File: config.mk
export PLATFORM = sky130hd
export DESIGN_NAME = instr_fetch_stage
export DESIGN_NICKNAME = d
export VERILOG_FILES = /design/src/rtl/instr_fetch_stage.sv
export SDC_FILE = /design/constraint.sdc
export NUM_CORES = 1
export LEC_CHECK = 0
export BUFFER_PORTS_ARGS = -buffer_cell sky130_fd_sc_hd__buf_2
export CORE_AREA = 2 2 102 202
export CTS_BUF_LIST = sky130_fd_sc_hd__clkbuf_8
export DETAILED_ROUTE_END_ITERATION = 16
export DIE_AREA = 0 0 104 204
export PLACE_DENSITY = 0.73
export SYNTH_ARGS = -nofsm -noshare
export SYNTH_HDL_FRONTEND = slang
export SYNTH_SLANG_ARGS = --single-unit
File: constraint.sdc
create_clock -name clk -period 1.9 [get_ports clk]
set_input_delay 0.19 -clock clk [delete_from_list [all_inputs] [get_ports clk]]
set_output_delay 0.19 -clock clk [all_outputs]
set_load 0.01 [all_outputs]
File: src/rtl/instr_fetch_stage.sv
// Fetch stage and IF/ID pipeline register: owns the PC, issues one instruction-memory
// request at a time over req/gnt/rvalid, and presents the fetched word to decode.
module instr_fetch_stage #(
    parameter logic [31:0] RESET_PC = 32'h0000_0000,
    parameter logic [31:0] NOP_INST = 32'h0000_0013
) (
    input  logic        clk,
    input  logic        rst,
    output logic        IMemReq,
    output logic [31:0] IMemAddr,
    input  logic        IMemGnt,
    input  logic        IMemRValid,
    input  logic [31:0] IMemRData,
    input  logic        PCSrcE,
    input  logic [31:0] PCTargetE,
    input  logic        StallD,
    input  logic        FlushD,
    output logic [31:0] InstD,
    output logic [31:0] PCD,
    output logic [31:0] PCPlus4D,
    output logic        ValidD
);

    typedef enum logic [1:0] {
        S_IDLE,
        S_REQ,
        S_WAIT,
        S_HOLD
    } fetch_state_t;

    localparam logic [31:0] RESET_PC_ALIGNED = RESET_PC & ~32'h0000_0003;

    fetch_state_t r_state;
    fetch_state_t w_state_next;
    logic [31:0]  r_pcf;
    logic [31:0]  w_pcf_next;
    logic [31:0]  r_fetch_pc;
    logic [31:0]  w_fetch_pc_next;
    logic         r_discard;
    logic         w_discard_next;
    logic [31:0]  r_hold_inst;
    logic [31:0]  w_hold_next;

    logic         r_valid_d;
    logic [31:0]  r_inst_d;
    logic [31:0]  r_pcd;
    logic [31:0]  r_pcplus4_d;

    logic [31:0]  w_target;
    logic         w_d_accept;
    logic         w_load_d;
    logic [31:0]  w_load_inst;

    assign w_target   = PCTargetE & ~32'h0000_0003;
    assign w_d_accept = ~StallD & ~FlushD;

    assign IMemReq  = (r_state == S_REQ);
    assign IMemAddr = (r_state == S_REQ) ? r_pcf : 32'h0000_0000;

    // NOTE: every signal written here gets a default first, so no path leaves one
    // unassigned and no latch is inferred.
    always_comb begin
        w_state_next    = r_state;
        w_pcf_next      = r_pcf;
        w_fetch_pc_next = r_fetch_pc;
        w_discard_next  = r_discard;
        w_hold_next     = r_hold_inst;
        w_load_d        = 1'b0;
        w_load_inst     = r_hold_inst;

        case (r_state)
            S_IDLE: begin
                w_state_next = S_REQ;
                if (PCSrcE) begin
                    w_pcf_next = w_target;
                end
            end

            S_REQ: begin
                if (IMemGnt) begin
                    w_fetch_pc_next = r_pcf;
                    w_state_next    = S_WAIT;
                    // A redirect racing the grant still lets the word arrive; it gets dropped.
                    w_discard_next  = PCSrcE;
                    if (PCSrcE) begin
                        w_pcf_next = w_target;
                    end
                end else if (PCSrcE) begin
                    w_pcf_next = w_target;
                end
            end

            S_WAIT: begin
                if (IMemRValid) begin
                    w_discard_next = 1'b0;
                    if (r_discard || PCSrcE) begin
                        w_state_next = S_REQ;
                        if (PCSrcE) begin
                            w_pcf_next = w_target;
                        end
                    end else begin
                        w_pcf_next = r_pcf + 32'd4;
                        if (w_d_accept) begin
                            w_load_d     = 1'b1;
                            w_load_inst  = IMemRData;
                            w_state_next = S_REQ;
                        end else begin
                            w_hold_next  = IMemRData;
                            w_state_next = S_HOLD;
                        end
                    end
                end else if (PCSrcE) begin
                    w_pcf_next     = w_target;
                    w_discard_next = 1'b1;
                end
            end

            S_HOLD: begin
                // The held word is younger than any redirecting branch, so it is dropped.
                if (PCSrcE) begin
                    w_pcf_next   = w_target;
                    w_state_next = S_REQ;
                end else if (w_d_accept) begin
                    w_load_d     = 1'b1;
                    w_state_next = S_REQ;
                end
            end

            default: begin
                w_state_next = S_IDLE;
            end
        endcase
    end

    // NOTE: state registers use non-blocking assignments so every flop samples the
    // pre-edge values regardless of statement order.
    always_ff @(posedge clk) begin
        if (rst) begin
            r_state     <= S_IDLE;
            r_pcf       <= RESET_PC_ALIGNED;
            r_fetch_pc  <= RESET_PC_ALIGNED;
            r_discard   <= 1'b0;
            r_hold_inst <= NOP_INST;
        end else begin
            r_state     <= w_state_next;
            r_pcf       <= w_pcf_next;
            r_fetch_pc  <= w_fetch_pc_next;
            r_discard   <= w_discard_next;
            r_hold_inst <= w_hold_next;
        end
    end

    // IF/ID register: flush beats stall, stall beats load.
    always_ff @(posedge clk) begin
        if (rst) begin
            r_valid_d   <= 1'b0;
            r_inst_d    <= NOP_INST;
            r_pcd       <= 32'h0000_0000;
            r_pcplus4_d <= 32'h0000_0000;
        end else if (FlushD) begin
            r_valid_d <= 1'b0;
            r_inst_d  <= NOP_INST;
        end else if (!StallD) begin
            if (w_load_d) begin
                r_valid_d   <= 1'b1;
                r_inst_d    <= w_load_inst;
                r_pcd       <= r_fetch_pc;
                r_pcplus4_d <= r_fetch_pc + 32'd4;
            end else begin
                r_valid_d <= 1'b0;
                r_inst_d  <= NOP_INST;
            end
        end
    end

    assign ValidD   = r_valid_d;
    assign InstD    = r_inst_d;
    assign PCD      = r_pcd;
    assign PCPlus4D = r_pcplus4_d;

endmodule

==> impl_metrics.py <==
metrics = {
    "run_status": {
        "status": "complete, but fails checks",
        "violations": "setup timing",
    },
    "floorplanning": {
        "io_pins": 201,
        "num_rows": 73,
        "fp.dieW_um": 104,
        "core_mm2": 0.0197,
        "initial_core_util_pct": 44.1,
        "die_height_um": 204,
        "dieArea_mm2": 0.0212,
    },
    "clock_tree": {
        "worst_skew_pair.late_latency_ns": 0.50,
        "clock_path_buffers": 2,
        "htreeDepth": 4,
        "cts.clk_slew.worst_paths_ns": 0.11,
        "cts_tree": "yes",
        "cts_root_buffer": "clkbuf_8",
        "numCtsBuffers": 17,
        "clock-sinks": 194,
    },
    "global_route": {
        "antenna_found_initial": 0,
        "busiest_layer": "met2",
        "grt_pass1_vias": 8363,
        "use_met1_pct": 25.0,
        "met2_usage_pct": 45.1,
        "grt_max_degree": 86,
        "grt_pass1_wl_mm": 41.3,
        "grt_use_total_pct": 24.3,
        "grt.overflow.total": 0,
        "grt.met3_usage_pct": 5.01,
    },
    "setup_path": {
        "end_kind": "flop",
        "r2r_start": "r_pcf[7]",
        "worstSetupPathType": "flop to flop",
        "arrival_ns": 2.32,
        "cp_data_required_time_ns": 2.32,
        "reg2reg_slack_ns": -0.007,
        "crit_start": "r_pcf[7]",
        "crit_slowest_cell": "or4_4",
        "cpPeakStageDelay_ns": 0.61,
        "cp_top_family": "simple AND/OR/NAND/NOR gates",
        "path_buf_inv": 0,
        "crit_path_max_fanout": 7,
        "crit_path_cell_trace": "nand4_1 > or4_4 > or3_4 > and3_4 > a211oi_2",
        "critPathLaunchType": "flop",
    },
    "pwr": {
        "p_sw_mw": 2.13,
        "power_frac_comb_pct": 12.7,
        "p_leak_nw": 4.78,
        "seq_power_share_pct": 50.9,
        "powerDensity_mw_per_mm2": 685,
        "p_int_mw": 6.14,
        "p_sw_share_pct": 25.7,
        "vdd_drop_max_v": 0.000435,
        "power_frac_clock_pct": 36.4,
    },
    "min_path": {
        "hp-class": "primary input to flop",
        "min_from": "PCTargetE[29]",
    },
    "logic_synthesis": {
        "synth_adder_area_share_pct": 1.01,
        "synth_common_cells": "234 x nand2_1, 194 x dfxtp_1, 121 x a21oi_1",
        "synth_most_common_cell": "nand2_1",
        "synth_area_leader_cell": "dfxtp_1",
        "synth_top_family_by_area": "simple AND/OR/NAND/NOR gates",
        "yosys.area_share.simple_pct": 24.7,
        "synth_area_per_cell_um2": 8.13,
        "synthFlopType": "dfxtp_1",
        "synth-xor-area-share_pct": 3.43,
        "muxShareOfSynthArea_pct": 4.75,
        "synth_edf_count": 0,
        "yosysTopAreaCellShare_pct": 44.7,
        "synth-compound-area-share_pct": 16.9,
        "synth_area_mm2": 0.00869,
        "post_synth_num_cell_types": 60,
        "ys_ff_latch": 194,
        "netlist_instances": 1069,
        "synth-seq-area-share_pct": 44.7,
        "synth_area_leaders": "dfxtp_1 45%, nand2_1 10%, a21oi_1 7.0%",
        "synth-async-reset-ratio_pct": 0,
        "syn-num-nets": 1147,
        "ys_warn_count": 0,
    },
    "routing": {
        "via_per_inst": 5.39,
        "ant_nets": 0,
        "route.detailed.drc": 0,
        "vias": 8866,
        "drtIter0Drc": 500,
        "wl_per_cell_um": 17.0,
        "dr.pass1.iters": 5,
        "drt-total-wl_mm": 28.0,
    },
    "sta": {
        "tightest_slew_ns": 0.617,
        "skew_ns": 0.0239,
        "fmax_mhz": 524,
        "fin_crit_sh_pct": 100,
        "totalNegativeSetupSlack_ns": -0.00659,
        "setup_violations": 1,
        "maxSlewViolCount": 0,
        "hold_viol_final": 0,
        "rsz0062_at_grt": "yes",
        "fin_crit_ns": 1.91,
        "slew_headroom_pct": 58.9,
        "setup_ws_ns": -0.00659,
    },
    "place": {
        "gp_congestion": 0.871,
        "io_buffers": 198,
        "hpwl_mm": 18.9,
        "place_ws_ns": -0.0170,
        "placed_cells": 1537,
    },
    "layout": {
        "drive_above_1_share_pct": 31.5,
        "syn2layout_area_growth_pct": 38.9,
        "nets": 1448,
        "final_cells": 1645,
        "n_antenna_cell": 0,
    },
    "job": {
        "drv_cap": 0,
    },
}
## logic make-up (layout without fill, tap and decap cells)
family                   count (synthesis)  in the layout
AND/OR/NAND/NOR                        460            460
multiplexers                            37             37
adder cells (fa/ha/maj)                  7              7
XOR/XNOR                                34             34
flip-flops                             194            194
buffers and inverters                  100            413
AO/OA/AOI/OAI                          237            238
## power by group through the flow
| stage | Sequential [mW] | Combinational, mW | Clock, mW |
|---|---|---|---|
| 3_3_place_gp | 4.29 | 0.800 | 0 |
| 2_1_floorplan | 4.30 | 0.418 | 0 |
| 4_1_cts | 4.20 | 0.936 | 3.08 |
| 6_report | 4.21 | 1.05 | 3.01 |
| 3_5_place_dp | 4.29 | 0.810 | 0 |
| 5_1_grt | 4.22 | 1.13 | 3.23 |
## cell usage in the layout, fill, tap and decap left out, drive strengths merged, types with 11 or more instances in the layout
| cell type | Yosys | final |
|---|---|---|
| a211oi | 38 | 38 |
| a21oi | 121 | 121 |
| a22oi | 30 | 30 |
| and2 | 34 | 34 |
| and3 | 11 | 11 |
| buf | 16 | 306 |
| clkbuf | 70 | 23 |
| dfxtp | 194 | 194 |
| dlygate4sd3 | 0 | 56 |
| inv | 13 | 17 |
| mux2 | 34 | 34 |
| nand2 | 234 | 234 |
| nand3 | 22 | 22 |
| nand4 | 11 | 11 |
| nor2 | 79 | 79 |
| nor3 | 18 | 18 |
| nor4 | 11 | 11 |
| xnor2 | 28 | 28 |
## per-layer routing
metal,share of wire [%],routed length (um)
met1,36,10100
met2,54,15000
met3,5.0,1390
met4,5.3,1480
met5,0,0
## final cells by class
class	instances	area [um^2]
Inverter	14	55.1
Clock inverter	14	203
Timing Repair Buffer	367	2740
Clock buffer	18	248
Multi-Input combinational cell	776	4600
Tap cell	262	328
Sequential cell	194	3900
Fill cell	1737	7660
## repair_timing
action | 4_1_cts | 5_1_grt
endpoints found under the setup margin | 37 | 121
pin swaps | 2 | 10
hold endpoints to repair | 65 | 0
gates cloned | 0 | 7
buffers inserted | 2 | 11
hold buffers | 56 | 0
resized for setup | 14 | 53
## sequential cells by signal, indices dropped and copies added, names as in the netlist
name	flops
r_fetch_pc	32
PCD	32
InstD	32
r_pcf	32
r_discard	1
r_state	2
r_hold_inst	32
ValidD	1
PCPlus4D	30
## path summary, 6_finish.rpt
| path | cells after the start | end |
|---|---|---|
| max | 5 | r_pcf[19] |
| min reg2reg | 2 | r_hold_inst[2] |
| max reg2reg | 5 | r_pcf[19] |
| min | 3 | r_pcf[29] |
## per-stage QoR
step	instance area, um^2	power [mW]	hold WS, ns	util, %
floorplan	8720	4.72	0.305	-
detailed placement	10600	5.10	0.435	53.5
global placement	10600	5.09	0.421	53.5
finish	12100	8.27	0.0564	61.2
global route	12100	8.58	0.0293	61.2
CTS	11600	8.21	0.00687	59.0
## tightest hold or removal path, stage by stage
cell,delay (ns)
buf_2,0.07
a211oi_1,0.06
a211oi_1,0.19
No activity file was read; power rests on OpenSTA's default activity.
